## src/rtl/shift_sequencer.sv

```systemverilog
// shift_sequencer: parallel-in / serial-out sequencer.
// A one-word holding register decouples the producer handshake from the
// serializer. Words are shifted out MSB first. Each bit is flagged with
// first/last markers. Optional idle gap cycles separate words.
module shift_sequencer #(
  parameter int WIDTH = 4,
  parameter int GAP   = 0
) (
  input  logic             CLK,
  input  logic             RESET,
  input  logic [WIDTH-1:0] I_DATA,
  input  logic             I_VALID,
  output logic             I_READY,
  input  logic             STALL,
  output logic             SER_O,
  output logic             SER_VALID,
  output logic             SER_FIRST,
  output logic             SER_LAST,
  output logic             BUSY,
  output logic             DONE
);

  localparam int CNT_W = $clog2(WIDTH);
  localparam int GAP_W = (GAP > 1) ? $clog2(GAP) : 1;
  localparam logic [CNT_W-1:0] CNT_MAX  = CNT_W'(WIDTH - 1);
  localparam logic [GAP_W-1:0] GAP_LOAD = (GAP > 0) ? GAP_W'(GAP - 1) : '0;

  typedef enum logic [1:0] {IDLE, SHIFT, GAPW} state_t;

  state_t             state_q, state_d;
  logic [WIDTH-1:0]   shreg_q, shreg_d;
  logic [CNT_W-1:0]   cnt_q, cnt_d;
  logic [GAP_W-1:0]   gap_q, gap_d;
  logic [WIDTH-1:0]   hold_data_q, hold_data_d;
  logic               hold_valid_q, hold_valid_d;
  logic               done_q, done_d;

  // State register: every flop updates together; reset drops both words in flight.
  always_ff @(posedge CLK) begin
    if (RESET) begin
      state_q      <= IDLE;
      shreg_q      <= '0;
      cnt_q        <= '0;
      gap_q        <= '0;
      hold_data_q  <= '0;
      hold_valid_q <= 1'b0;
      done_q       <= 1'b0;
    end else begin
      state_q      <= state_d;
      shreg_q      <= shreg_d;
      cnt_q        <= cnt_d;
      gap_q        <= gap_d;
      hold_data_q  <= hold_data_d;
      hold_valid_q <= hold_valid_d;
      done_q       <= done_d;
    end
  end

  // Next-state logic: producer accept, shifting, gap timing, and hold-to-shifter load.
  always_comb begin
    logic load;
    state_d      = state_q;
    shreg_d      = shreg_q;
    cnt_d        = cnt_q;
    gap_d        = gap_q;
    hold_data_d  = hold_data_q;
    hold_valid_d = hold_valid_q;
    done_d       = 1'b0;
    load         = 1'b0;

    // Accept only into an empty hold, so an accept never coincides with a load.
    if (I_VALID && !hold_valid_q) begin
      hold_data_d  = I_DATA;
      hold_valid_d = 1'b1;
    end

    case (state_q)
      IDLE: begin
        load = hold_valid_q;
      end
      SHIFT: begin
        if (!STALL) begin
          if (cnt_q != '0) begin
            shreg_d = {shreg_q[WIDTH-2:0], 1'b0};
            cnt_d   = cnt_q - 1'b1;
          end else begin
            done_d = 1'b1;
            if (GAP > 0) begin
              state_d = GAPW;
              gap_d   = GAP_LOAD;
            end else if (hold_valid_q) begin
              load = 1'b1;
            end else begin
              state_d = IDLE;
            end
          end
        end
      end
      GAPW: begin
        if (gap_q == '0) begin
          if (hold_valid_q) begin
            load = 1'b1;
          end else begin
            state_d = IDLE;
          end
        end else begin
          gap_d = gap_q - 1'b1;
        end
      end
      default: begin
        state_d = IDLE;
      end
    endcase

    // The hold is only read when it was already full before this edge.
    if (load) begin
      shreg_d      = hold_data_q;
      cnt_d        = CNT_MAX;
      hold_valid_d = 1'b0;
      state_d      = SHIFT;
    end
  end

  // Output decode: serial flags come from registered state only.
  always_comb begin
    SER_VALID = (state_q == SHIFT);
    SER_O     = SER_VALID && shreg_q[WIDTH-1];
    SER_FIRST = SER_VALID && (cnt_q == CNT_MAX);
    SER_LAST  = SER_VALID && (cnt_q == '0);
    BUSY      = (state_q != IDLE) || hold_valid_q;
    I_READY   = !hold_valid_q;
    DONE      = done_q;
  end

endmodule

```

## config.mk

```make
export PLATFORM = sky130hd
export DESIGN_NAME = shift_sequencer
export DESIGN_NICKNAME = d
export VERILOG_FILES = /design/src/rtl/shift_sequencer.sv
export SDC_FILE = /design/constraint.sdc
export NUM_CORES = 1
export LEC_CHECK = 0
export CORE_MARGIN = 5
export CORE_UTILIZATION = 42
export DETAILED_ROUTE_END_ITERATION = 10
export PLACE_DENSITY = 0.69
export SLEW_MARGIN = 5
export SYNTH_ARGS = -nofsm -noshare
export SYNTH_HDL_FRONTEND = slang
export SYNTH_SLANG_ARGS = --single-unit
```

## constraint.sdc

```tcl
create_clock -name CLK -period 1.25 [get_ports CLK]
set_clock_uncertainty 0.05 [all_clocks]
set_input_delay 0.25 -clock CLK [delete_from_list [all_inputs] [get_ports CLK]]
set_output_delay 0.25 -clock CLK [all_outputs]
set_load 0.1 [all_outputs]
```

# Yosys cells after proc, flatten, opt, wreduce, memory -nomap -nowiden
# Index checks and enable logic that the tools add are counted.
[word_totals]
ff_bits = 15
in_bits = 8
output_inout_bits = 7
elab_cells = 61
[classes]
n_addsub = 2
n_eq_ne = 11
mux = 21
bitwise_logic = 2
n_reduce_logical = 17
[ops]
columns = ["op", "n"]
rows = [
  ["$mux W2", 8],
  ["$mux W4", 4],
  ["$ne A2 B2 Y1 const B", 4],
  ["$reduce_and A4 Y1", 2],
  ["$reduce_bool A2 Y1", 4],
  ["$mux W1", 7],
  ["$ne A3 B2 Y1 const B", 2],
  ["$pmux W2 S3", 1],
  ["$eq A2 B2 Y1 const B", 2],
  ["$logic_and A1 B1 Y1", 4],
  ["$logic_not A2 Y1", 2],
  ["$ne A3 B3 Y1 const B", 1],
  ["$pmux W1 S3", 1],
  ["$reduce_and A3 Y1", 1],
  ["$reduce_or A3 Y1", 1],
  ["$eq A2 B1 Y1 const B", 1],
  ["$ne A2 B1 Y1 const B", 1],
  ["$not A1 Y1", 2],
  ["$reduce_or A2 Y1", 1],
  ["$sub A2 B1 Y2 const B", 1],
  ["$logic_not A1 Y1", 1],
  ["$logic_or A1 B1 Y1", 1],
  ["$sub A1 B1 Y1 const B", 1],
]

# Depth between registers and ports, before layout
# Gate-level depths: netlist (run 1).
[logic_depth]
ltp_word = 6
ltp_mapped = 5
mapped_depth_nobuf = 5

# Worst setup path before layout (run 1)
# Ideal clock, no wire load.
[synth_path]
path_type = "flip-flop to output port"
startpoint = "register cnt_q[0]"
endpoint = "output SER_LAST"
arrival_time_ns = 1.439
required_time_ns = 0.950
setup_slack_ns = -0.489
stages_incl_launch_ff = 4
path_buffers = 0
path_cell_list = "dfxtp_1 -> inv_1 -> ha_1 -> and2_1"
[synth_between]
elab_chain_len = 2
[synth_rtl]
columns = ["element", "line", "text"]
rows = [
  ["start, declared", "32", "logic [CNT_W-1:0] cnt_q, cnt_d;"],
  ["start signal, assigned", "51", "cnt_q <= cnt_d;"],
  ["$logic_not A2 Y1", "129", "SER_LAST = SER_VALID && (cnt_q == '0);"],
  ["$logic_and A1 B1 Y1", "129", ""],
  ["end, declared", "18", "output logic SER_LAST,"],
]
# No other way between the ends.

# Final worst setup path (run 1)
[layout_path]
startpoint = "register cnt_q[0]"
endpoint = "output SER_FIRST"
[layout_between]
elab_chain_len = 2
[layout_rtl]
columns = ["element", "line", "text"]
rows = [
  ["$eq A2 B2 Y1", "128", "SER_FIRST = SER_VALID && (cnt_q == CNT_MAX);"],
  ["$logic_and A1 B1 Y1", "128", ""],
  ["end, declared", "17", "output logic SER_FIRST,"],
]
# No other way between the ends.

==> qor.yml, run 1 <==
floorplanning:
  dieArea_um2: 2440
  die_w_um: 49.4
  dieHeight_um: 49.4
  io_pins: 15
  start_util_pct: 43.9
  rows: 14
  core_um2: 1490
yosys:
  synth_top_area_share_pct: 39.8
  synthCells: 72
  yosys_warnings: 0
  syn_nets: 82
  synthArstFlopShare_pct: 0
  yosys_most_used_dff: "dfxtp_1"
  yosysMostFrequentCell: "dfxtp_1"
  ys_seq_area_share_pct: 39.8
  synth_area_leaders: "dfxtp_1, mux2i_1, a21oi_1"
  yosysTopAreaCell: "dfxtp_1"
  yosys-top-cells-count: "dfxtp_1, nor2_1, a21oi_1"
  yosysUniqueCellTypes: 26
  avgSynthCellArea_um2: 9.07
  synth_edf_count: 0
  synthesis.area_um2: 653
  ys_seq_elements: 13
grt:
  overflow: 0
  antenna_found_initial: 0
  grt_pass1_vias: 630
  grt_use_total_pct: 14.3
  grt_max_degree: 9
  grt_first_pass_wirelength_um: 2760
detailed_routing:
  wirelength_um: 1520
  firstDrtPassIters: 5
  antenna_left: 0
  vias: 615
  drt_iter0_markers: 2
  drcViolationCount: 0
  via_per_inst: 5.04
  wl_per_cell_um: 12.5
timing:
  fin_tns_setup_ns: -0.694
  relSlewSlack_pct: 83.1
  drv_slew: 0
  holdWs_ns: 0.451
  fmax_mhz: 685
  post-route-period-util_pct: 117
  finalHoldViolCount: 0
  rsz0062_at_grt: "true"
  worst-slew-pin-transition_ns: 0.253
  setup_violations: 11
  worst_slack_ns: -0.210
  finalCriticalPeriod_ns: 1.46
setup_path:
  start_kind: "register"
  r2r_cells: 6
  critPathRequiredTime_ns: 0.95
  r2r-end: "shreg_q[0]"
  reg2reg_from: "cnt_q[0]"
  r2r_setup_slack_ns: -0.09
  arrival_ns: 1.16
  end_kind: "primary output"
  criticalPathCategory: "reg -> out"
  worstPathMaxFanout: 2
cells_and_area:
  fin_util_pct: 76.4
  layout.nets: 117
  syn2layout_area_growth_pct: 74.1
  drive_gt1_share_pct: 50.9
  antenna-diode-count: 0
  final_cells: 122
clock_tree:
  root_buffer: "clkbuf_4"
  worstSkewPairLatency_ns: 0.28
  path_clk_slew_ns: 0.08
  clock_sinks: 13
  cts_made_buffers: 3
  cts.path.max_buffers: 2
  hold_buffers: 0
  cts_tree: "done"
  htreeDepth: 1
power_and_ir_drop:
  ir_drop_uv: 713
  leakage_nw: 0.501
  power_density_nw_per_um2: 1110
placed_design:
  dp_slack_ns: -0.200
  post-dp-hpwl_um: 1050
  io_buffers: 14
  place.gp.congestion: 0.758
  dp_cells: 109
hold_path:
  hold_end: "hold_data_q[2]"
  whs_path_depth: 2
  holdCritPathClass: "reg -> reg"
  min_from: "hold_data_q[2]"
outcome:
  status: "finished, violations left"
  violations: "setup timing"
job:
  maxCapViolations: 0
[flip-flops by register name (all words and copies together) (netlist names)]
register and flops:
DONE 1, cnt_q 2, hold_data_q 4, hold_valid_q 1, shreg_q 4, state_q 1
[how the worst max path moves through the flow]
stage,start,end,slack (ns),depth (start not counted)
2_1_floorplan,state_q[0],SER_LAST,-0.12,2
3_3_place_gp,STALL,shreg_q[3],-0.19,4
3_5_place_dp,STALL,shreg_q[1],-0.20,4
4_1_cts,cnt_q[0],SER_FIRST,-0.22,4
5_1_grt,cnt_q[0],SER_FIRST,-0.24,4
6_report,cnt_q[0],SER_FIRST,-0.21,4
[what timing repair did]
item                                    4_1_cts  5_1_grt
pin swaps                                     7        1
resized for setup                            24        2
setup buffers                                 9        1
endpoints found under the setup margin        9       12
[power breakdown]
part | internal [mW] | switching [mW] | total [mW]
Clock | 0.124 | 0.133 | 0.257
Combinational | 0.261 | 0.266 | 0.527
Sequential | 0.452 | 0.0293 | 0.481
[routing by layer]
layer | wire, µm | part of all wire (%) | GRT usage (%) | up-vias
met5 | 0 | 0 | 0 | -
met4 | 39 | 2.6 | 7.86 | 0
met3 | 68 | 4.5 | 2.14 | 5
met2 | 763 | 50 | 23.8 | 14
met1 | 652 | 43 | 17.3 | 282
li1 | - | - | - | 314
[worst max-delay path, stage by stage (launching register included)]
cell     delay, ns
dfxtp_2       0.33
buf_6         0.12
ha_4          0.14
and2_4        0.13
buf_12        0.16
[kinds of logic (layout without fill, tap and decap cells)]
| kind of cell | count (synthesis) | after routing | synth area share, % |
|---|---|---|---|
| simple gates | 26 | 26 | 23.4 |
| compound gates | 18 | 18 | 20.1 |
| flops | 13 | 13 | 39.8 |
| buf+inv | 9 | 43 | 6.70 |
| mux | 4 | 4 | 6.13 |
| fa+ha+maj | 2 | 2 | 3.83 |
[area by class of cell]
type | count | area, µm²
sequential | 13 | 272
inverter | 4 | 17.5
clock buffer | 4 | 26.3
multi-input combinational | 50 | 415
tap | 16 | 20.0
timing repair buffer | 35 | 387
fill | 109 | 352
[cells in the final DEF (no fill, tap or decap), drive strengths merged]
cell type      count
or2                1
o211a              3
o21ai              3
clkdlybuf4s50      7
a21o               1
inv                4
nor2               9
o32ai              1
nor3b              1
and2               3
nor3               4
nor2b              4
dfxtp             13
a22oi              1
ha                 2
o21a               2
buf               28
and4bb             1
a21oi              7
nand2b             3
mux2i              4
clkbuf             4
[stage by stage]
stage / area (µm²) / power (mW)
5_1_grt: 1140 / 1.33
4_1_cts: 1120 / 1.27
3_3_place_gp: 967 / 0.917
6_report: 1140 / 1.26
2_1_floorplan: 677 / 0.759
3_5_place_dp: 967 / 0.925
No activity file was read; power rests on OpenSTA's default activity.
==> run 2, diff against run 1 <==
MAX_ROUTING_LAYER = met4   (was default)
PLACE_DENSITY = default   (was 0.69)
PLACE_DENSITY_LB_ADDON = 0.1   (was default)
==> qor.yml, run 2 (synthesis results as in run 1) <==
outcome:
  status: "finished, violations left"
  violations: "setup timing"
timing:
  fmax_mhz: 685
  finalHoldViolCount: 0
  setup_violations: 10
  holdWs_ns: 0.448
  drv_slew: 0
  post-route-period-util_pct: 117
  finalCriticalPeriod_ns: 1.46
  fin_tns_setup_ns: -0.853
  rsz0062_at_grt: "true"
  relSlewSlack_pct: 84.5
  worst_slack_ns: -0.209
  worst-slew-pin-transition_ns: 0.233
setup_path:
  r2r_cells: 6
  critPathRequiredTime_ns: 0.95
  end_kind: "primary output"
  criticalPathCategory: "reg -> out"
  r2r-end: "shreg_q[0]"
  arrival_ns: 1.16
  reg2reg_from: "cnt_q[1]"
  r2r_setup_slack_ns: -0.06
  worstPathMaxFanout: 2
  start_kind: "register"
cells_and_area:
  reg_top3: "hold_data_q x4, shreg_q x4, cnt_q x2"
  fillCellCount: 104
  drive_gt1_share_pct: 52.8
  syn2layout_area_growth_pct: 79.7
  layout_commonest_cell: "buf_4"
  final_cells: 124
  layout.nets: 119
  antenna-diode-count: 0
  final_cell_mix: "buf_4, dfxtp_1, nor2_1, buf_6"
clock_tree:
  hold_buffers: 0
  htreeDepth: 1
  path_clk_slew_ns: 0.08
  cts_tree: "done"
  cts_made_buffers: 3
  worstSkewPairLatency_ns: 0.28
  root_buffer: "clkbuf_4"
  clock_sinks: 13
  cts.path.max_buffers: 2
hold_path:
  holdCritPathClass: "reg -> reg"
  hold_end: "hold_data_q[2]"
  min_from: "hold_data_q[2]"
  whs_path_depth: 2
floorplanning:
  rows: 14
  dieHeight_um: 49.4
  start_util_pct: 43.9
  die_w_um: 49.4
  dieArea_um2: 2440
  core_um2: 1490
  io_pins: 15
power_and_ir_drop:
  swShare_pct: 34.2
  p_int_mw: 0.853
  pwr-share-seq_pct: 37.1
  pwr-share-clk_pct: 20.6
  leakage_nw: 0.518
  power_density_nw_per_um2: 1100
  ir_drop_uv: 817
  combPwrFrac_pct: 42.3
  netSwitchingPower_mw: 0.444
  finalPower_mw: 1.30
grt:
  overflow: 0
  grt_pass1_vias: 586
  grt_use_total_pct: 12.9
  grt_max_degree: 9
  antenna_found_initial: 0
  grt_first_pass_wirelength_um: 2440
detailed_routing:
  wl_per_cell_um: 12.0
  via_per_inst: 5.06
  antenna_left: 0
  wirelength_um: 1490
  drt_iter0_markers: 13
  firstDrtPassIters: 4
  vias: 627
  drcViolationCount: 0
placed_design:
  post-dp-hpwl_um: 967
  io_buffers: 14
  place.gp.congestion: 0.730
  dp_slack_ns: -0.208
  dp_cells: 109
job:
  maxCapViolations: 0
run 2: cell types whose count changed in the layout (fill, tap and decap cells not counted), sizes merged:
| cell | previous run | this run |
|---|---|---|
| buf | 28 | 30 |
run 2: cell type report:
type	count	area, µm²	area share, %
inverters	4	22.5	1.92
multi-input cells	50	420	35.8
clock buffers	4	26.3	2.24
well taps	16	20.0	1.71
repair buffers	37	417	35.5
flip-flops and latches	13	268	22.8
run 2: through the flow:
stage	instance area, µm²	utilization [%]
after floorplan	677	-
after global placement	967	65.0
after detailed placement	967	65.0
after CTS	1110	74.6
after global routing	1170	78.8
final	1170	78.8
run 2: how the worst max path moves through the flow:
stage | start | to | slack (ns) | cells after the start
finish | cnt_q[1] | SER_FIRST | -0.21 | 4
detailed placement | STALL | shreg_q[1] | -0.21 | 4
global route | cnt_q[0] | SER_FIRST | -0.25 | 4
floorplan | state_q[0] | SER_LAST | -0.12 | 2
CTS | cnt_q[1] | SER_FIRST | -0.22 | 4
global placement | STALL | shreg_q[3] | -0.20 | 4
run 2: power groups by stage:
| stage | logic [mW] | clock network [mW] | registers [mW] |
|---|---|---|---|
| detailed placement | 0.436 | 0 | 0.487 |
| global route | 0.584 | 0.296 | 0.487 |
| finish | 0.548 | 0.268 | 0.481 |
| global placement | 0.432 | 0 | 0.486 |
| floorplan | 0.268 | 0 | 0.491 |
| CTS | 0.510 | 0.278 | 0.477 |
run 2: what timing repair did:
item,in CTS,in global routing
endpoints found under the hold margin,0,0
resized for setup,19,12
pin swaps,6,5
endpoints found under the setup margin,8,13
setup buffers,8,3
run 2: metal layers:
layer	vias up	global-route usage [%]	wire, µm	part of all wire [%]
met2	14	18.2	706	47
met1	289	16.5	663	45
li1	319	-	-	-
met5	-	-	0	0
met3	5	2.14	71	4.8
met4	0	9.17	48	3.2
run 2: worst max-delay path, cell delays in order, from the launching register on:
cell and delay [ns]:
dfxtp_2 0.34, buf_6 0.11, ha_4 0.14, and2_4 0.13, buf_12 0.16
==> run 3, diff against run 2 <==
--- a/config.mk
+++ b/config.mk
@@ -7,4 +7,6 @@
 export LEC_CHECK = 0
+export CAP_MARGIN = 10
 export CORE_MARGIN = 5
 export CORE_UTILIZATION = 42
+export CTS_CLUSTER_SIZE = 16
 export DETAILED_ROUTE_END_ITERATION = 10
--- a/constraint.sdc
+++ b/constraint.sdc
@@ -4,2 +4,2 @@
 set_output_delay 0.25 -clock CLK [all_outputs]
-set_load 0.1 [all_outputs]
+set_load 0.05 [all_outputs]
==> qor.yml, run 3 (synthesis results as in run 1) <==
timing:
  finalCriticalPeriod_ns: 1.43
  fin_tns_setup_ns: -0.622
  relSlewSlack_pct: 85.5
  setup_violations: 10
  fmax_mhz: 698
  post-route-period-util_pct: 115
  finalHoldViolCount: 0
  rsz0062_at_grt: "true"
  drv_slew: 0
  worst_slack_ns: -0.182
  worst-slew-pin-transition_ns: 0.217
  holdWs_ns: 0.448
floorplanning:
  rows: 14
  io_pins: 15
  core_um2: 1490
  dieArea_um2: 2440
  dieHeight_um: 49.4
  die_w_um: 49.4
  start_util_pct: 43.9
cells_and_area:
  layout_commonest_cell: "buf_4"
  seq_area_um2: 268
  syn2layout_area_growth_pct: 75.7
  layout.nets: 115
  reg_top3: "hold_data_q x4, shreg_q x4, cnt_q x2"
  multi_input_area_um2: 439
  drive_gt1_share_pct: 52.9
  fillCellCount: 105
  final_cell_mix: "buf_4, dfxtp_1, nor2_1"
  postLayoutCellArea_um2: 1150
  antenna-diode-count: 0
detailed_routing:
  wl_per_cell_um: 12.5
  vias: 594
  antenna_left: 0
  via_per_inst: 4.95
  firstDrtPassIters: 4
  wirelength_um: 1510
  drcViolationCount: 0
  drt_iter0_markers: 4
setup_path:
  end_kind: "primary output"
  arrival_ns: 1.13
  critPathRequiredTime_ns: 0.95
  start_kind: "register"
  criticalPathCategory: "reg -> out"
  worstPathMaxFanout: 2
outcome:
  status: "finished, violations left"
  violations: "setup timing"
clock_tree:
  path_clk_slew_ns: 0.08
  hold_buffers: 0
  root_buffer: "clkbuf_4"
  cts.path.max_buffers: 2
  htreeDepth: 1
  clock_sinks: 13
  worstSkewPairLatency_ns: 0.27
  cts_tree: "done"
  cts_made_buffers: 3
grt:
  grt_use_total_pct: 13.2
  antenna_found_initial: 0
  grt_first_pass_wirelength_um: 2460
  overflow: 0
  grt_pass1_vias: 583
  grt_max_degree: 9
placed_design:
  post-dp-hpwl_um: 1070
  io_buffers: 14
  place.gp.congestion: 0.754
  placed_cell_area_um2: 955
power_and_ir_drop:
  leakage_nw: 0.495
  power_density_nw_per_um2: 1060
  ir_drop_uv: 696
job:
  maxCapViolations: 0
hold_path:
  holdCritPathClass: "reg -> reg"
## run 3: path summary, 6_finish.rpt
path	from	to	slack, ns	cells past startpoint
max	cnt_q[1]	SER_FIRST	-0.18	4
min	hold_data_q[2]	hold_data_q[2]	0.45	2
max reg2reg	cnt_q[1]	shreg_q[0]	-0.04	6
min reg2reg	hold_data_q[2]	hold_data_q[2]	0.45	2
## run 3: per-layer routing
layer,GRT usage [%],up-vias,part of all wire (%)
met5,-,-,0
met4,6.55,0,0
met3,1.83,0,4.4
met2,21.0,15,53
met1,16.3,264,42
li1,-,315,-
## run 3: where the power goes
group          total, mW  internal (mW)  switching, mW  leakage, nW
combinational      0.477          0.261          0.216        0.371
sequential         0.483          0.452         0.0314        0.109
clock              0.258          0.124          0.134       0.0150
total               1.22          0.837          0.381        0.495
## run 3: critical path, cell delays in order, from the launching register on
cell	delay (ns)
dfxtp_2	0.33
buf_6	0.11
ha_4	0.14
and2_4	0.13
buf_12	0.14
## run 3: layout make-up
cell class / instances / share of cell area, %
clock buffer: 4 / 2.29
inverter: 4 / 1.96
multi-input combinational: 50 / 38.3
sequential: 13 / 23.3
tap: 16 / 1.74
timing repair buffer: 33 / 32.4
## run 3: timing repair
action	4_1_cts	5_1_grt
resized for setup	21	13
endpoints found under the setup margin	10	12
buffers inserted	5	3
pin swaps	7	3
hold endpoints to repair	0	0
## run 3: metrics by stage
stage               util [%]  std cells  power [mW]  setup slack, ns
finish                  77.1        120        1.22           -0.182
global route            77.1        120        1.29           -0.219
CTS                     72.3        117        1.19           -0.199
detailed placement      64.1        108       0.860           -0.230
global placement        64.1        108       0.852           -0.205
floorplan                  -         72       0.697           0.0164
